==> src/rtl/next_pc_predictor_pkg.sv <==
// next_pc_predictor_pkg
//   Shared types and constants for the next-PC predictor: address type, BTB entry layout,
//   2-bit direction counter encodings, default exception vector and the saturating
//   counter helper.
package next_pc_predictor_pkg;

    typedef logic [31:0] addr_t;

    localparam logic [31:0] EXC_VECTOR_DEFAULT = 32'hbfc00380;

    // 2-bit direction counter states
    localparam logic [1:0] SNT = 2'd0;
    localparam logic [1:0] WNT = 2'd1;
    localparam logic [1:0] WT  = 2'd2;
    localparam logic [1:0] ST  = 2'd3;

    // Widest tag needed (smallest table, 4 entries: 32 - 2 - 2). Larger tables leave the
    // upper tag bits at zero.
    localparam int unsigned TAG_MAX_W = 28;

    typedef struct packed {
        logic                 valid;
        logic [TAG_MAX_W-1:0] tag;
        logic [29:0]          target;  // word address of the taken target
        logic [1:0]           ctr;
    } bp_entry_t;

    // Saturating up/down step of a 2-bit direction counter.
    function automatic logic [1:0] ctr_step(input logic [1:0] ctr, input logic taken);
        logic [1:0] res;
        res = ctr;
        if (taken) begin
            if (ctr != ST) res = ctr + 2'd1;
        end else begin
            if (ctr != SNT) res = ctr - 2'd1;
        end
        return res;
    endfunction

endpackage

==> src/rtl/bp_btb.sv <==
// bp_btb
//   Direct-mapped branch target buffer: storage, lookup and update.
//   Ports:
//     clk, resetn            clock, asynchronous active-low reset
//     lookup_pc              PC of the current fetch group
//     pred_taken             lookup hit with counter weakly/strongly taken
//     pred_target            stored target of the looked-up entry
//     upd_valid/pc/target/taken  resolved-branch update
//   The lookup reads registered state only, so a same-cycle update to the same index is
//   not visible until the following cycle.
module bp_btb
    import next_pc_predictor_pkg::*;
#(
    parameter int unsigned ENTRIES = 64
) (
    input  logic        clk,
    input  logic        resetn,
    input  logic [31:0] lookup_pc,
    output logic        pred_taken,
    output logic [31:0] pred_target,
    input  logic        upd_valid,
    input  logic [31:0] upd_pc,
    input  logic [31:0] upd_target,
    input  logic        upd_taken
);

    localparam int unsigned IDX_W     = $clog2(ENTRIES);
    localparam int unsigned TAG_SHIFT = 2 + IDX_W;

    bp_entry_t table_q [ENTRIES];
    bp_entry_t table_d [ENTRIES];

    logic [IDX_W-1:0]     look_idx;
    logic [IDX_W-1:0]     upd_idx;
    logic [TAG_MAX_W-1:0] look_tag;
    logic [TAG_MAX_W-1:0] upd_tag;
    bp_entry_t            look_e;
    bp_entry_t            upd_e;
    logic                 upd_hit;

    // Byte-offset bits never take part in indexing, tagging or target storage.
    logic unused_low_bits;
    assign unused_low_bits = ^{lookup_pc[1:0], upd_pc[1:0], upd_target[1:0]};

    assign look_idx = lookup_pc[2 +: IDX_W];
    assign upd_idx  = upd_pc[2 +: IDX_W];
    assign look_tag = TAG_MAX_W'(lookup_pc >> TAG_SHIFT);
    assign upd_tag  = TAG_MAX_W'(upd_pc >> TAG_SHIFT);

    assign look_e = table_q[look_idx];
    assign upd_e  = table_q[upd_idx];

    assign pred_taken  = look_e.valid && (look_e.tag == look_tag) && look_e.ctr[1];
    assign pred_target = {look_e.target, 2'b00};

    assign upd_hit = upd_e.valid && (upd_e.tag == upd_tag);

    always_comb begin
        table_d = table_q;
        if (upd_valid) begin
            if (upd_hit) begin
                table_d[upd_idx].ctr = ctr_step(upd_e.ctr, upd_taken);
                if (upd_taken) table_d[upd_idx].target = upd_target[31:2];
            end else if (upd_taken) begin
                // Allocate weakly taken; a not-taken miss leaves the entry alone.
                table_d[upd_idx].valid  = 1'b1;
                table_d[upd_idx].tag    = upd_tag;
                table_d[upd_idx].target = upd_target[31:2];
                table_d[upd_idx].ctr    = WT;
            end
        end
    end

    always_ff @(posedge clk or negedge resetn) begin
        if (!resetn) begin
            for (int i = 0; i < int'(ENTRIES); i++) begin
                table_q[i].valid  <= 1'b0;
                table_q[i].tag    <= '0;
                table_q[i].target <= '0;
                table_q[i].ctr    <= WNT;
            end
        end else begin
            table_q <= table_d;
        end
    end

endmodule

==> src/rtl/next_pc_predictor.sv <==
// next_pc_predictor
//   Selects the next fetch PC. Priority: exception (EXC_VECTOR), eret (epc), mispredict
//   (redirect_pc), BTB taken prediction (stored target), sequential (cur_pc + FETCH_BYTES).
//   Also keeps a saturating count of mispredict cycles.
//   Configuration macro BP_BTB_EN: when defined the bp_btb table is built; when undefined
//   there is no table, pred_taken is 0 and the upd_* inputs are ignored.
//   Ports:
//     clk, resetn                   clock, asynchronous active-low reset
//     cur_pc                        PC of the current fetch group
//     cp0_flush, eret, epc          exception / exception-return redirects
//     mispredict, redirect_pc       branch-resolution redirect
//     upd_valid/pc/target/taken     resolved-branch BTB update
//     next_pc, pred_taken           next fetch PC and BTB-prediction flag
//     mispredict_cnt                saturating mispredict-cycle counter
module next_pc_predictor #(
    parameter int unsigned ENTRIES     = 64,
    parameter int unsigned FETCH_BYTES = 8,
    parameter logic [31:0] EXC_VECTOR  = next_pc_predictor_pkg::EXC_VECTOR_DEFAULT
) (
    input  logic        clk,
    input  logic        resetn,
    input  logic [31:0] cur_pc,
    input  logic        cp0_flush,
    input  logic        eret,
    input  logic [31:0] epc,
    input  logic        mispredict,
    input  logic [31:0] redirect_pc,
    input  logic        upd_valid,
    input  logic [31:0] upd_pc,
    input  logic [31:0] upd_target,
    input  logic        upd_taken,
    output logic [31:0] next_pc,
    output logic        pred_taken,
    output logic [31:0] mispredict_cnt
);

    import next_pc_predictor_pkg::*;

    logic  btb_taken;
    addr_t btb_target;
    addr_t seq_pc;
    logic  [31:0] mispredict_cnt_q;
    logic  [31:0] mispredict_cnt_d;

`ifdef BP_BTB_EN
    bp_btb #(
        .ENTRIES(ENTRIES)
    ) u_btb (
        .clk        (clk),
        .resetn     (resetn),
        .lookup_pc  (cur_pc),
        .pred_taken (btb_taken),
        .pred_target(btb_target),
        .upd_valid  (upd_valid),
        .upd_pc     (upd_pc),
        .upd_target (upd_target),
        .upd_taken  (upd_taken)
    );
`else
    assign btb_taken  = 1'b0;
    assign btb_target = '0;

    logic        unused_upd;
    logic [31:0] unused_cfg;
    assign unused_upd = ^{upd_valid, upd_pc, upd_target, upd_taken};
    assign unused_cfg = 32'(ENTRIES);
`endif

    assign seq_pc = cur_pc + 32'(FETCH_BYTES);

    always_comb begin
        next_pc    = seq_pc;
        pred_taken = 1'b0;
        if (cp0_flush) begin
            next_pc = EXC_VECTOR;
        end else if (eret) begin
            next_pc = epc;
        end else if (mispredict) begin
            next_pc = redirect_pc;
        end else if (btb_taken) begin
            next_pc    = btb_target;
            pred_taken = 1'b1;
        end
    end

    always_comb begin
        mispredict_cnt_d = mispredict_cnt_q;
        if (mispredict && (mispredict_cnt_q != 32'hffffffff)) begin
            mispredict_cnt_d = mispredict_cnt_q + 32'd1;
        end
    end

    always_ff @(posedge clk or negedge resetn) begin
        if (!resetn) begin
            mispredict_cnt_q <= '0;
        end else begin
            mispredict_cnt_q <= mispredict_cnt_d;
        end
    end

    assign mispredict_cnt = mispredict_cnt_q;

endmodule

==> config.mk <==
export PLATFORM = sky130hd
export DESIGN_NAME = next_pc_predictor
export DESIGN_NICKNAME = d
export VERILOG_FILES = /design/src/rtl/next_pc_predictor_pkg.sv /design/src/rtl/bp_btb.sv /design/src/rtl/next_pc_predictor.sv
export SDC_FILE = /design/constraint.sdc
export NUM_CORES = 1
export LEC_CHECK = 0
export ABC_AREA = 0
export CAP_MARGIN = 20
export CORE_ASPECT_RATIO = 2
export CORE_MARGIN = 2
export CORE_UTILIZATION = 30
export DETAILED_ROUTE_END_ITERATION = 10
export PLACE_DENSITY = 0.77
export SKIP_CTS_REPAIR_TIMING = 1
export SYNTH_ARGS = -nofsm -noshare
export SYNTH_HDL_FRONTEND = slang
export SYNTH_SLANG_ARGS = --single-unit
==> constraint.sdc <==
create_clock -name clk -period 1.89 [get_ports clk]
set_input_delay 0.189 -clock clk [delete_from_list [all_inputs] [get_ports clk]]
set_output_delay 0.189 -clock clk [all_outputs]
set_load 0.02 [all_outputs]
After elaboration in Yosys (flattened, before gate mapping)
Index checks and enable logic that the tools add are counted.
{ "classes": {"addsub": 2, "eq_ne": 1, "n_mux": 3, "reduce_logical": 1} }
{ "op_table": {"columns": ["cell", "n"], "rows": [
  ["$mux 32", 3],
  ["$add 32x1->32 const B", 1],
  ["$add 32x4->32 const B", 1],
  ["$ne 32x32->1 const B", 1],
  ["$logic_and 1x1->1", 1]
]} }
{ "totals": {"reg_bits": 32, "input_bits": 167, "output_inout_bits": 65, "word_cells": 8} }

Longest topological paths before layout
{ "depth": {"depth_word": 4, "ltp_mapped": 7, "ltp_nobuf": 6} }

Worst setup path before layout
OpenSTA, ideal clock, no wires.
{ "synth_timing": {"path_type": "reg-to-reg", "startpoint": "register mispredict_cnt_q[0] (netlist: mispredict_cnt[0])", "endpoint": "register mispredict_cnt_q[28] (netlist: mispredict_cnt[28])", "setup_time_ns": 0.080, "arrival_time_ns": 1.943, "t_required_ns": 1.810, "path_slack_ns": -0.133, "path_stages_with_launch": 7, "n_path_buf": 0, "period_less_slack_ns": 2.023, "path_cell_list": "dfrtp_1 ha_1 nand3_1 or4_1 a21o_1 nor3_1 xor2_1"} }
{ "synth_via": {"elab_chain_cells": 2, "elab_cells_between_ends": 3, "classes_between": "add/sub: 1; eq/ne: 1; reduce/logical: 1"} }
{ "synth_rtl": {"columns": ["item", "line", "rtl"], "rows": [
  ["start, declared", "next_pc_predictor.sv:42", "logic [31:0] mispredict_cnt_q;"],
  ["start signal, assigned", "next_pc_predictor.sv:97", "mispredict_cnt_q <= mispredict_cnt_d;"],
  ["parallel branches: the longest is 2 deep, another holds $add 32x1->32", null, null]
]} }
Parallel ways; which one is timed is not known.
A chain may end at the register's enable or synchronous reset.

Worst setup path in the final report
{ "layout_timing": {"startpoint": "input cur_pc[4]", "endpoint": "output next_pc[29]"} }
{ "layout_via": {"elab_chain_cells": 4} }
{ "layout_rtl": {"columns": ["item", "line", "rtl"], "rows": [
  ["start, declared", "next_pc_predictor.sv:22", "input logic [31:0] cur_pc,"],
  ["$add 32x4->32", "next_pc_predictor.sv:69", "assign seq_pc = cur_pc + 32'(FETCH_BYTES);"],
  ["$mux 32", "next_pc_predictor.sv:78", "end else if (mispredict) begin"],
  ["$mux 32", "next_pc_predictor.sv:76", "end else if (eret) begin"],
  ["$mux 32", "next_pc_predictor.sv:74", "if (cp0_flush) begin"],
  ["end, declared", "next_pc_predictor.sv:32", "output logic [31:0] next_pc,"]
]} }
Every way passes these cells.

==> results.py <==
metrics = {
    "clock_network": {
        "h-tree-depth": 2,
        "clockRootBuffer": "clkbuf_16",
        "clock_latency_ns": 0.28,
        "cts_sinks": 32,
        "clk_path_buf_depth": 2,
        "cts_buffers": 5,
        "tritoncts": "done",
        "clk_pin_slew_worst_paths_ns": 0.05,
    },
    "global_route": {
        "grt_pass1_vias": 3938,
        "grt_pass1_wl_um": 18000,
        "grt_max_degree": 33,
        "antenna_found_initial": 0,
        "grtUsageTotal_pct": 22.5,
        "grt_overflow": 0,
    },
    "routing": {
        "drcViolationCount": 0,
        "drtIter0Drc": 141,
        "via_count": 3730,
        "routed_via_density": 5.40,
        "wire_per_inst_um": 17.2,
        "antenna_left": 0,
        "routed_wirelength_um": 11900,
        "drt_first_pass_iters": 4,
    },
    "pwr": {
        "leakagePower_nw": 2.63,
        "power_density_nw_per_um2": 546,
        "ir_drop_uv": 469,
    },
    "placed_design": {
        "io_buffers": 164,
        "place_congestion": 0.906,
        "dp.final_hpwl_um": 9390,
    },
    "layout": {
        "final_common_cell": "clkdlybuf4s50_1",
        "area_growth_pct": 103,
        "layout_common_cells": "clkdlybuf4s50_1, buf_4, xnor2_1",
        "seq_area_um2": 803,
        "largest_register_ffs": 32,
        "fin_nets": 758,
        "post-route-util_pct": 62.2,
        "multiInputGateArea_um2": 2060,
        "drive_gt1_share_pct": 30.1,
        "nFillCells": 752,
        "antenna_cells": 0,
    },
    "floorplan": {
        "core_area_um2": 8950,
        "dieArea_um2": 9950,
        "chipWidth_um": 71.5,
        "row_count": 49,
        "die_h_um": 139,
        "io_pins": 232,
        "start_util_pct": 30.6,
    },
    "worst_setup_path": {
        "critical_path_class": "in -> out",
        "worstPathArrival_ns": 1.78,
        "end_kind": "primary output",
        "critical_path.startpoint_type": "input port",
        "cp.required_ns": 1.70,
        "ff2ff_path_depth": 6,
        "cp_max_fo": 4,
    },
    "timing": {
        "min_period_ns": 1.96,
        "setup_viol": 2,
        "finalSetupTns_ns": -0.119,
        "fin_skew_ns": 0.00444,
        "final.setup.worst_slack_ns": -0.0749,
        "slew_violations": 0,
        "fmax_ghz": 0.509,
        "fin_crit_sh_pct": 104,
        "rsz0062_at_grt": "yes",
        "finalHoldViolations": 0,
    },
    "outcome": {
        "status": "finished, violations left",
        "violations": "setup timing",
    },
    "synthesis": {
        "yosys_warnings": 0,
        "synth_nets": 511,
        "async_flop_share_pct": 100,
        "synth_area_um2": 2740,
        "synth_enable_flop_cells": 0,
        "ys_seq_area_share_pct": 29.3,
        "synth_seq_cells": 32,
        "synthCells": 342,
        "synth.distinct_cells": 48,
        "ys.flop_type": "dfrtp_1",
        "avgSynthCellArea_um2": 8.00,
    },
    "flow_run": {
        "drv_cap": 0,
    },
    "hold_path": {
        "hold_path.class": "in -> async",
    },
}
worst max-delay path, cell delays in order:
cell and delay [ns]:
buf_8 0.08, ha_4 0.13, nand3_2 0.07, or3_4 0.44
clkbuf_16 0.18, nor4_4 0.28, xnor2_1 0.11, o21ai_1 0.13
buf_4 0.16
report_power, final:
part	total [mW]	switching, mW	internal (mW)
sequential	0.857	0.0814	0.776
clock	0.831	0.280	0.551
combinational	1.35	0.622	0.729
total	3.04	0.983	2.06
worst paths after layout:
check	from	end	slack, ns
max in group asynchronous	resetn	mispredict_cnt[0]$_DFFE_PN0P_	1.25
worst min register to register	mispredict_cnt[11]$_DFFE_PN0P_	mispredict_cnt[11]$_DFFE_PN0P_	0.51
worst max register to register	mispredict_cnt[0]$_DFFE_PN0P_	mispredict_cnt[30]$_DFFE_PN0P_	0.06
worst min-delay path	resetn	mispredict_cnt[31]$_DFFE_PN0P_	0.32
worst max-delay path	cur_pc[4]	next_pc[29]	-0.07
min in group clk	mispredict_cnt[11]$_DFFE_PN0P_	mispredict_cnt[11]$_DFFE_PN0P_	0.51
layer usage:
layer  up-vias  part of all wire [%]  global-route usage, %
li1       1734                     -                      -
met3        31                   5.1                   2.98
met5         -                     0                      0
met2       182                    61                   46.3
met4         0                   3.4                   12.0
met1      1783                    30                   19.3
synth_stat cells (2+ instances only):
cell,instances,share of area (%)
or3_1,4,0.91
nor4_1,5,1.1
a211oi_1,3,0.82
buf_2,3,0.55
o22ai_1,5,1.1
o21ai_0,17,3.1
a221oi_1,8,2.6
nand2_1,24,3.3
a21oi_1,17,3.1
a22oi_1,3,0.82
and2_1,2,0.46
inv_1,10,1.4
nor3_1,18,3.3
ha_1,2,0.91
nand3_1,24,4.4
clkbuf_1,12,1.6
mux2i_1,10,3.7
and3_1,9,2.1
xnor2_1,37,12
buf_1,2,0.27
dfrtp_1,32,29
a222oi_1,2,0.73
xor2_1,16,5.1
o21a_1,5,1.4
o22a_1,2,0.64
nor2_1,33,4.5
nand4_1,16,3.7
cell type report:
class | count | area share, %
Timing Repair Buffer | 259 | 42.8
Multi-Input combinational cell | 281 | 37.0
Sequential cell | 32 | 14.4
Clock buffer | 7 | 2.74
Tap cell | 102 | 2.29
Inverter | 10 | 0.674
cell families (layout without fill, tap and decap cells):
kind of cell	count (synthesis)	count (layout)	share of synthesized area [%]
AOI/OAI and AO/OA	70	70	16.8
xor gates and xnor gates	53	53	17.0
adders and majority gates	2	2	0.914
buffers and inverters	29	276	4.52
DFF	32	32	29.3
muxes	11	11	4.07
other	1	1	0.137
and+or+nand+nor	144	144	27.4
per-stage QoR:
step                      cells  power [mW]  setup WS [ns]  hold slack (ns)  area (um^2)
after floorplan             342        1.34        -0.0417           -0.107         2760
after global placement      675        2.13          -1.00            0.477         5100
after detailed placement    675        2.16          -1.00            0.495         5100
after CTS                   682        3.00          -1.02            0.337         5250
after global routing        691        3.17         -0.132            0.363         5570
final                       691        3.04        -0.0749            0.317         5570
Note: power is estimated with default switching activity, not from simulation.
